## src/rtl/space_pkg.sv

```systemverilog
// ============================================================================
// Module   : space_pkg
// Brief    : Shared game state encoding and default game constants.
// Revision : 1.0 - initial release
// ============================================================================
`default_nettype none

package space_pkg;

    typedef enum logic [1:0] {
        ST_IDLE = 2'd0,
        ST_PLAY = 2'd1,
        ST_WIN  = 2'd2,
        ST_LOSE = 2'd3
    } state_t;

    localparam int N_OBS_DEF      = 8;
    localparam int WIN_HOLD_DEF   = 120;
    localparam int TIME_LIMIT_DEF = 3600;

endpackage

`default_nettype wire

```

## src/rtl/game_ctrl_edge_det.sv

```systemverilog
// ============================================================================
// Module   : edge_det
// Brief    : Rising-edge detector; compares the input against its registered copy.
// Revision : 1.0 - initial release
// ============================================================================
`default_nettype none

module edge_det (
    input  logic clk,
    input  logic reset,
    input  logic sig_i,
    output logic rise_o
);

    logic sig_q;

    always_ff @(posedge clk) begin
        if (reset) begin
            sig_q <= 1'b0;
        end else begin
            sig_q <= sig_i;
        end
    end

    assign rise_o = sig_i & ~sig_q;

endmodule

`default_nettype wire

```

## src/rtl/game_ctrl.sv

```systemverilog
// ============================================================================
// Module   : game_ctrl
// Brief    : Game flow controller: obstacle alive mask, bullet launch, scoring.
// Revision : 1.0 - initial release
// ============================================================================
`default_nettype none

module game_ctrl
    import space_pkg::*;
#(
    parameter int N_OBS      = N_OBS_DEF,
    parameter int WIN_HOLD   = WIN_HOLD_DEF,
    parameter int TIME_LIMIT = TIME_LIMIT_DEF
) (
    input  logic             clk,
    input  logic             reset,
    input  logic             frame_tick,
    input  logic             fire,
    input  logic [N_OBS-1:0] hit,
    input  logic             bullet_top,
    output logic [N_OBS-1:0] obs_en,
    output logic             launch,
    output logic             bullet_active,
    output logic [7:0]       score,
    output logic [1:0]       state
);

    // One counter serves both the play timer and the end-screen hold.
    localparam int CNT_MAX = (TIME_LIMIT > WIN_HOLD) ? TIME_LIMIT : WIN_HOLD;
    localparam int CW      = $clog2(CNT_MAX + 1);

    function automatic logic [8:0] popcount(input logic [N_OBS-1:0] v);
        logic [8:0] c;
        c = '0;
        for (int i = 0; i < N_OBS; i++) begin
            c = c + 9'(v[i]);
        end
        return c;
    endfunction

    state_t            state_q, state_d;
    logic [N_OBS-1:0]  obs_en_q, obs_en_d;
    logic [N_OBS-1:0]  acc_q, acc_d;
    logic              top_q, top_d;
    logic [7:0]        score_q, score_d;
    logic              launch_q, launch_d;
    logic              bact_q, bact_d;
    logic [CW-1:0]     cnt_q, cnt_d;

    logic              fire_rise;
    logic [N_OBS-1:0]  acc_now;
    logic              top_now;
    logic [N_OBS-1:0]  obs_post;
    logic [8:0]        score_sum;
    logic [CW-1:0]     cnt_inc;

    edge_det u_fire_edge (
        .clk    (clk),
        .reset  (reset),
        .sig_i  (fire),
        .rise_o (fire_rise)
    );

    always_ff @(posedge clk) begin
        if (reset) begin
            state_q  <= ST_IDLE;
            obs_en_q <= '0;
            acc_q    <= '0;
            top_q    <= 1'b0;
            score_q  <= '0;
            launch_q <= 1'b0;
            bact_q   <= 1'b0;
            cnt_q    <= '0;
        end else begin
            state_q  <= state_d;
            obs_en_q <= obs_en_d;
            acc_q    <= acc_d;
            top_q    <= top_d;
            score_q  <= score_d;
            launch_q <= launch_d;
            bact_q   <= bact_d;
            cnt_q    <= cnt_d;
        end
    end

    // Current-cycle hit/top samples join the frame update that happens now.
    assign acc_now   = acc_q | (hit & obs_en_q);
    assign top_now   = top_q | bullet_top;
    assign obs_post  = obs_en_q & ~acc_now;
    assign score_sum = {1'b0, score_q} + popcount(acc_now);
    assign cnt_inc   = cnt_q + CW'(1);

    always_comb begin
        state_d  = state_q;
        obs_en_d = obs_en_q;
        acc_d    = acc_q;
        top_d    = top_q;
        score_d  = score_q;
        launch_d = 1'b0;
        bact_d   = bact_q;
        cnt_d    = cnt_q;

        case (state_q)
            ST_IDLE: begin
                obs_en_d = '0;
                bact_d   = 1'b0;
                acc_d    = '0;
                top_d    = 1'b0;
                if (fire_rise) begin
                    state_d  = ST_PLAY;
                    obs_en_d = '1;
                    score_d  = '0;
                    cnt_d    = '0;
                end
            end
            ST_PLAY: begin
                acc_d = acc_now;
                top_d = top_now;
                if (frame_tick) begin
                    obs_en_d = obs_post;
                    score_d  = (score_sum > 9'd255) ? 8'hFF : score_sum[7:0];
                    if ((acc_now != '0) || top_now) begin
                        bact_d = 1'b0;
                    end
                    acc_d = '0;
                    top_d = 1'b0;
                    cnt_d = cnt_inc;
                    if (obs_post == '0) begin
                        state_d = ST_WIN;
                        cnt_d   = '0;
                    end else if (cnt_inc == CW'(TIME_LIMIT)) begin
                        state_d = ST_LOSE;
                        cnt_d   = '0;
                    end
                end
                // Eligibility uses the pre-update flag; no launch if the game just ended.
                if (fire_rise && !bact_q && (state_d == ST_PLAY)) begin
                    launch_d = 1'b1;
                    bact_d   = 1'b1;
                end
            end
            default: begin
                bact_d = 1'b0;
                acc_d  = '0;
                top_d  = 1'b0;
                if (frame_tick) begin
                    if (cnt_inc == CW'(WIN_HOLD)) begin
                        state_d  = ST_IDLE;
                        obs_en_d = '0;
                        cnt_d    = '0;
                    end else begin
                        cnt_d = cnt_inc;
                    end
                end
            end
        endcase
    end

    assign obs_en        = obs_en_q;
    assign launch        = launch_q;
    assign bullet_active = bact_q;
    assign score         = score_q;
    assign state         = state_q;

endmodule

`default_nettype wire

```

## config.mk

```make
export PLATFORM = sky130hd
export DESIGN_NAME = game_ctrl
export DESIGN_NICKNAME = d
export VERILOG_FILES = /design/src/rtl/space_pkg.sv /design/src/rtl/game_ctrl_edge_det.sv /design/src/rtl/game_ctrl.sv
export SDC_FILE = /design/constraint.sdc
export NUM_CORES = 1
export LEC_CHECK = 0
export CAP_MARGIN = 20
export CORE_MARGIN = 2
export CORE_UTILIZATION = 35
export DETAILED_ROUTE_END_ITERATION = 6
export GPL_ROUTABILITY_DRIVEN = 0
export GPL_TIMING_DRIVEN = 1
export SLEW_MARGIN = 20
export SYNTH_ARGS = -nofsm -noshare
export SYNTH_HDL_FRONTEND = slang
export SYNTH_HIERARCHICAL = 1
export SYNTH_SLANG_ARGS = --single-unit
export TNS_END_PERCENT = 20
```

## constraint.sdc

```tcl
create_clock -name clk -period 8.88 [get_ports clk]
set_input_delay 0.888 -clock clk [delete_from_list [all_inputs] [get_ports clk]]
set_output_delay 0.888 -clock clk [all_outputs]
set_load 0.02 [all_outputs]
```

==> flow_metrics.env <==
export IMPL_critPathTopFamily="adder cells"
export IMPL_finalPower_mw=0.416
export IMPL_clock_sink_count=42
export IMPL_viasPerCell=5.29
export IMPL_cp_cell_sequence="clkdlybuf4s50_1 > a21o_1 > fa_1 > inv_1 > fa_1 > fa_1 > fa_1 > inv_1 > fa_1 > a21o_1 > a21oi_1 > nor2_1 > o31a_1 > nor2_1 > nor3_1"
export IMPL_crit_cells=15
export IMPL_worstPathArrival_ps=4760
export IMPL_cp_max_fo=5
export IMPL_synth_net_count=324
export IMPL_cts_made_buffers=5
export IMPL_crit_start="hit[0]"
export IMPL_routedWlPerCell_microns=13.5
export IMPL_rows=30
export IMPL_numPortBuffers=32
export IMPL_avgSynthCellArea_sq_um=8.01
export IMPL_grt_pass1_vias=1981
export IMPL_ys_ff_latch=42
export IMPL_r2r_end="score[7]$_SDFFE_PP0P_"
export IMPL_core_area_sq_mm=0.00672
export IMPL_io_pins=33
export IMPL_netlist_area_sq_mm=0.00239
export IMPL_rsz0062_at_grt="false"
export IMPL_slew_viol_final=0
export IMPL_start_util=0.356
export IMPL_fillerInstances=679
export IMPL_grt_max_degree=24
export IMPL_n_antenna_cell=0
export IMPL_place_hpwl_microns=4020
export IMPL_leakagePower_nw=1.08
export IMPL_hold_path_class="register to register"
export IMPL_cp_end_kind="register"
export IMPL_antenna_found_initial=0
export IMPL_powerDensity_mw_per_mm2=147
export IMPL_drtIter0Drc=153
export IMPL_min_period_ps=4610
export IMPL_area_growth_pct=18.3
export IMPL_mostFrequentLayoutCells="nor2_1, dfxtp_1, clkdlybuf4s50_1"
export IMPL_reg2regPathDepth=14
export IMPL_status="finished, final reports clean"
export IMPL_synth_largest_area_cell="dfxtp_1"
export IMPL_final_antenna_net_count=0
export IMPL_ys_types=51
export IMPL_tightest_slew_ps=914
export IMPL_drcViolationCount=0
export IMPL_regToRegSetupSlack_ps=4970
export IMPL_ys_seq_area_frac=0.351
export IMPL_insertion_delay_ps=300
export IMPL_finalSetupViolations=0
export IMPL_worst_slack_ps=4270
export IMPL_relSlewSlack=0.388
export IMPL_final_util=0.421
export IMPL_max_cap_violations=0
export IMPL_slowest_delay_ps=510
export IMPL_clockBufferDepth=2
export IMPL_crit_path_end="score[7]$_SDFFE_PP0P_"
export IMPL_fmax_ghz=0.217
export IMPL_netlist_instances=299
export IMPL_dieArea_sq_mm=0.00752
export IMPL_tns_ps=0
export IMPL_required_ps=9030
export IMPL_post_route_period_util=0.519
export IMPL_grt_pass1_wl_microns=9400
export IMPL_fin_skew_ps=10.4
export IMPL_finalNetCount=350
export IMPL_clk_pin_slew_ps=90
export IMPL_worst_path_buf_inv=3
export IMPL_yosys_top_cells_area="dfxtp_1, nor2_1, a21oi_1"
export IMPL_h_tree_depth=2
export IMPL_synth_top_area_frac=0.351
export IMPL_drive_gt1_frac=0.0552
export IMPL_cts_root_buf="clkbuf_8"
export IMPL_die_h_microns=86.7
export IMPL_post_cts_buffers=0
export IMPL_crit_top_cell="fa_1"
export IMPL_critical_path_class="primary input to register"
export IMPL_cts_hold_buffers_added=0
export IMPL_cp_start_kind="primary input"
export IMPL_cpMaxStageDelayCell="fa_1"
export IMPL_peakVddDrop_uv=54.5
export IMPL_grt_usage=0.156
export IMPL_reg2reg_from="obs_en[0]$_SDFFE_PP0P_"
export IMPL_cts_tree="done"
export IMPL_yosysWarnings=6
export IMPL_die_w_microns=86.7
export IMPL_drt_first_pass_iters=4
export IMPL_grt_overflow=0
export IMPL_final_common_cell="nor2_1"
export IMPL_post_place_ws_ps=3950
export IMPL_hold_viol_final=0
export IMPL_vias=2149
export IMPL_cts_resized=0
export IMPL_drt_wl_total_microns=5480
[worst reg2reg max path, delay by kind of cell (launching register included)]
family | cells | cell delay (ps)
AO/OA/AOI/OAI | 4 | 1010
adder cells (fa/ha/maj) | 5 | 2030
buffers and inverters | 2 | 120
AND/OR/NAND/NOR | 3 | 260
flip-flops | 1 | 340
[worst min-delay path by stage]
stage	slack, ps	depth (start not counted)	start	endpoint
6_report	480	2	top_q$_SDFF_PP0_	top_q$_SDFF_PP0_
5_1_grt	510	2	score[3]$_SDFFE_PP0P_	score[3]$_SDFFE_PP0P_
4_1_cts	480	2	top_q$_SDFF_PP0_	top_q$_SDFF_PP0_
3_5_place_dp	460	2	top_q$_SDFF_PP0_	top_q$_SDFF_PP0_
3_3_place_gp	450	2	top_q$_SDFF_PP0_	top_q$_SDFF_PP0_
2_1_floorplan	430	2	top_q$_SDFF_PP0_	top_q$_SDFF_PP0_
[routing by layer]
layer  part of all wire  GRT usage  vias up
met3              0.034     0.0295        5
met2               0.43      0.228       41
met5                  0          0        -
met1               0.53      0.231      996
met4              0.015     0.0511        0
li1                   -          -     1107
[metrics by stage]
step	cells	cell area, sq um	hold slack, ps
2_1_floorplan	299	2390	435
3_3_place_gp	398	2740	452
3_5_place_dp	398	2740	461
4_1_cts	406	2830	480
5_1_grt	406	2830	510
6_report	406	2830	483
[logic make-up after synthesis]
kind of cell             after synthesis  synth area share
AO/OA/AOI/OAI                         84             0.224
multiplexers                           1           0.00418
flip-flops                            42             0.351
adder cells (fa/ha/maj)               12            0.0784
buffers and inverters                 26            0.0507
XOR/XNOR                              11            0.0402
AND/OR/NAND/NOR                      123             0.251
[flip-flops by register name, summed over array words and instances, names as in the netlist]
register / flops
cnt_q: 12
acc_q: 8
obs_en: 8
score: 8
state: 2
bullet_active: 1
launch: 1
top_q: 1
u_fire_edge/sig_q: 1
[cell type report]
| cell class | instances | area [sq um] | share of cell area |
|---|---|---|---|
| sequential | 42 | 841 | 0.297 |
| inverter | 13 | 48.8 | 0.0172 |
| multi-input combinational | 231 | 1430 | 0.506 |
| clock inverter | 3 | 21.3 | 0.00751 |
| clock buffer | 5 | 68.8 | 0.0243 |
| timing repair buffer | 32 | 320 | 0.113 |
| tap | 80 | 100 | 0.0354 |
[where the power goes]
group          internal [mW]  switching [mW]  leakage [nW]
logic                 0.0366          0.0504         0.692
registers              0.195         0.00803         0.341
clock network         0.0553          0.0705        0.0441
total                  0.287           0.129          1.08
[cells in the mapped netlist, drive strengths merged]
| master | instances |
|---|---|
| a211oi | 7 |
| a21boi | 1 |
| a21o | 6 |
| a21oi | 25 |
| a221oi | 1 |
| a22oi | 5 |
| a2bb2oi | 1 |
| a311oi | 2 |
| a31o | 1 |
| a31oi | 2 |
| and2 | 1 |
| and3 | 1 |
| and4 | 1 |
| buf | 6 |
| clkbuf | 7 |
| dfxtp | 42 |
| fa | 5 |
| ha | 7 |
| inv | 13 |
| mux2i | 1 |
| nand2 | 31 |
| nand2b | 2 |
| nand3 | 8 |
| nand3b | 2 |
| nand4 | 5 |
| nor2 | 46 |
| nor2b | 5 |
| nor3 | 12 |
| nor3b | 1 |
| nor4 | 3 |
| nor4b | 1 |
| o2111ai | 1 |
| o21a | 4 |
| o21ai | 24 |
| o21bai | 1 |
| o22a | 1 |
| o22ai | 1 |
| o31a | 1 |
| or3 | 3 |
| or4 | 1 |
| xnor2 | 6 |
| xor2 | 5 |
Power figures use the tool's default switching activity.
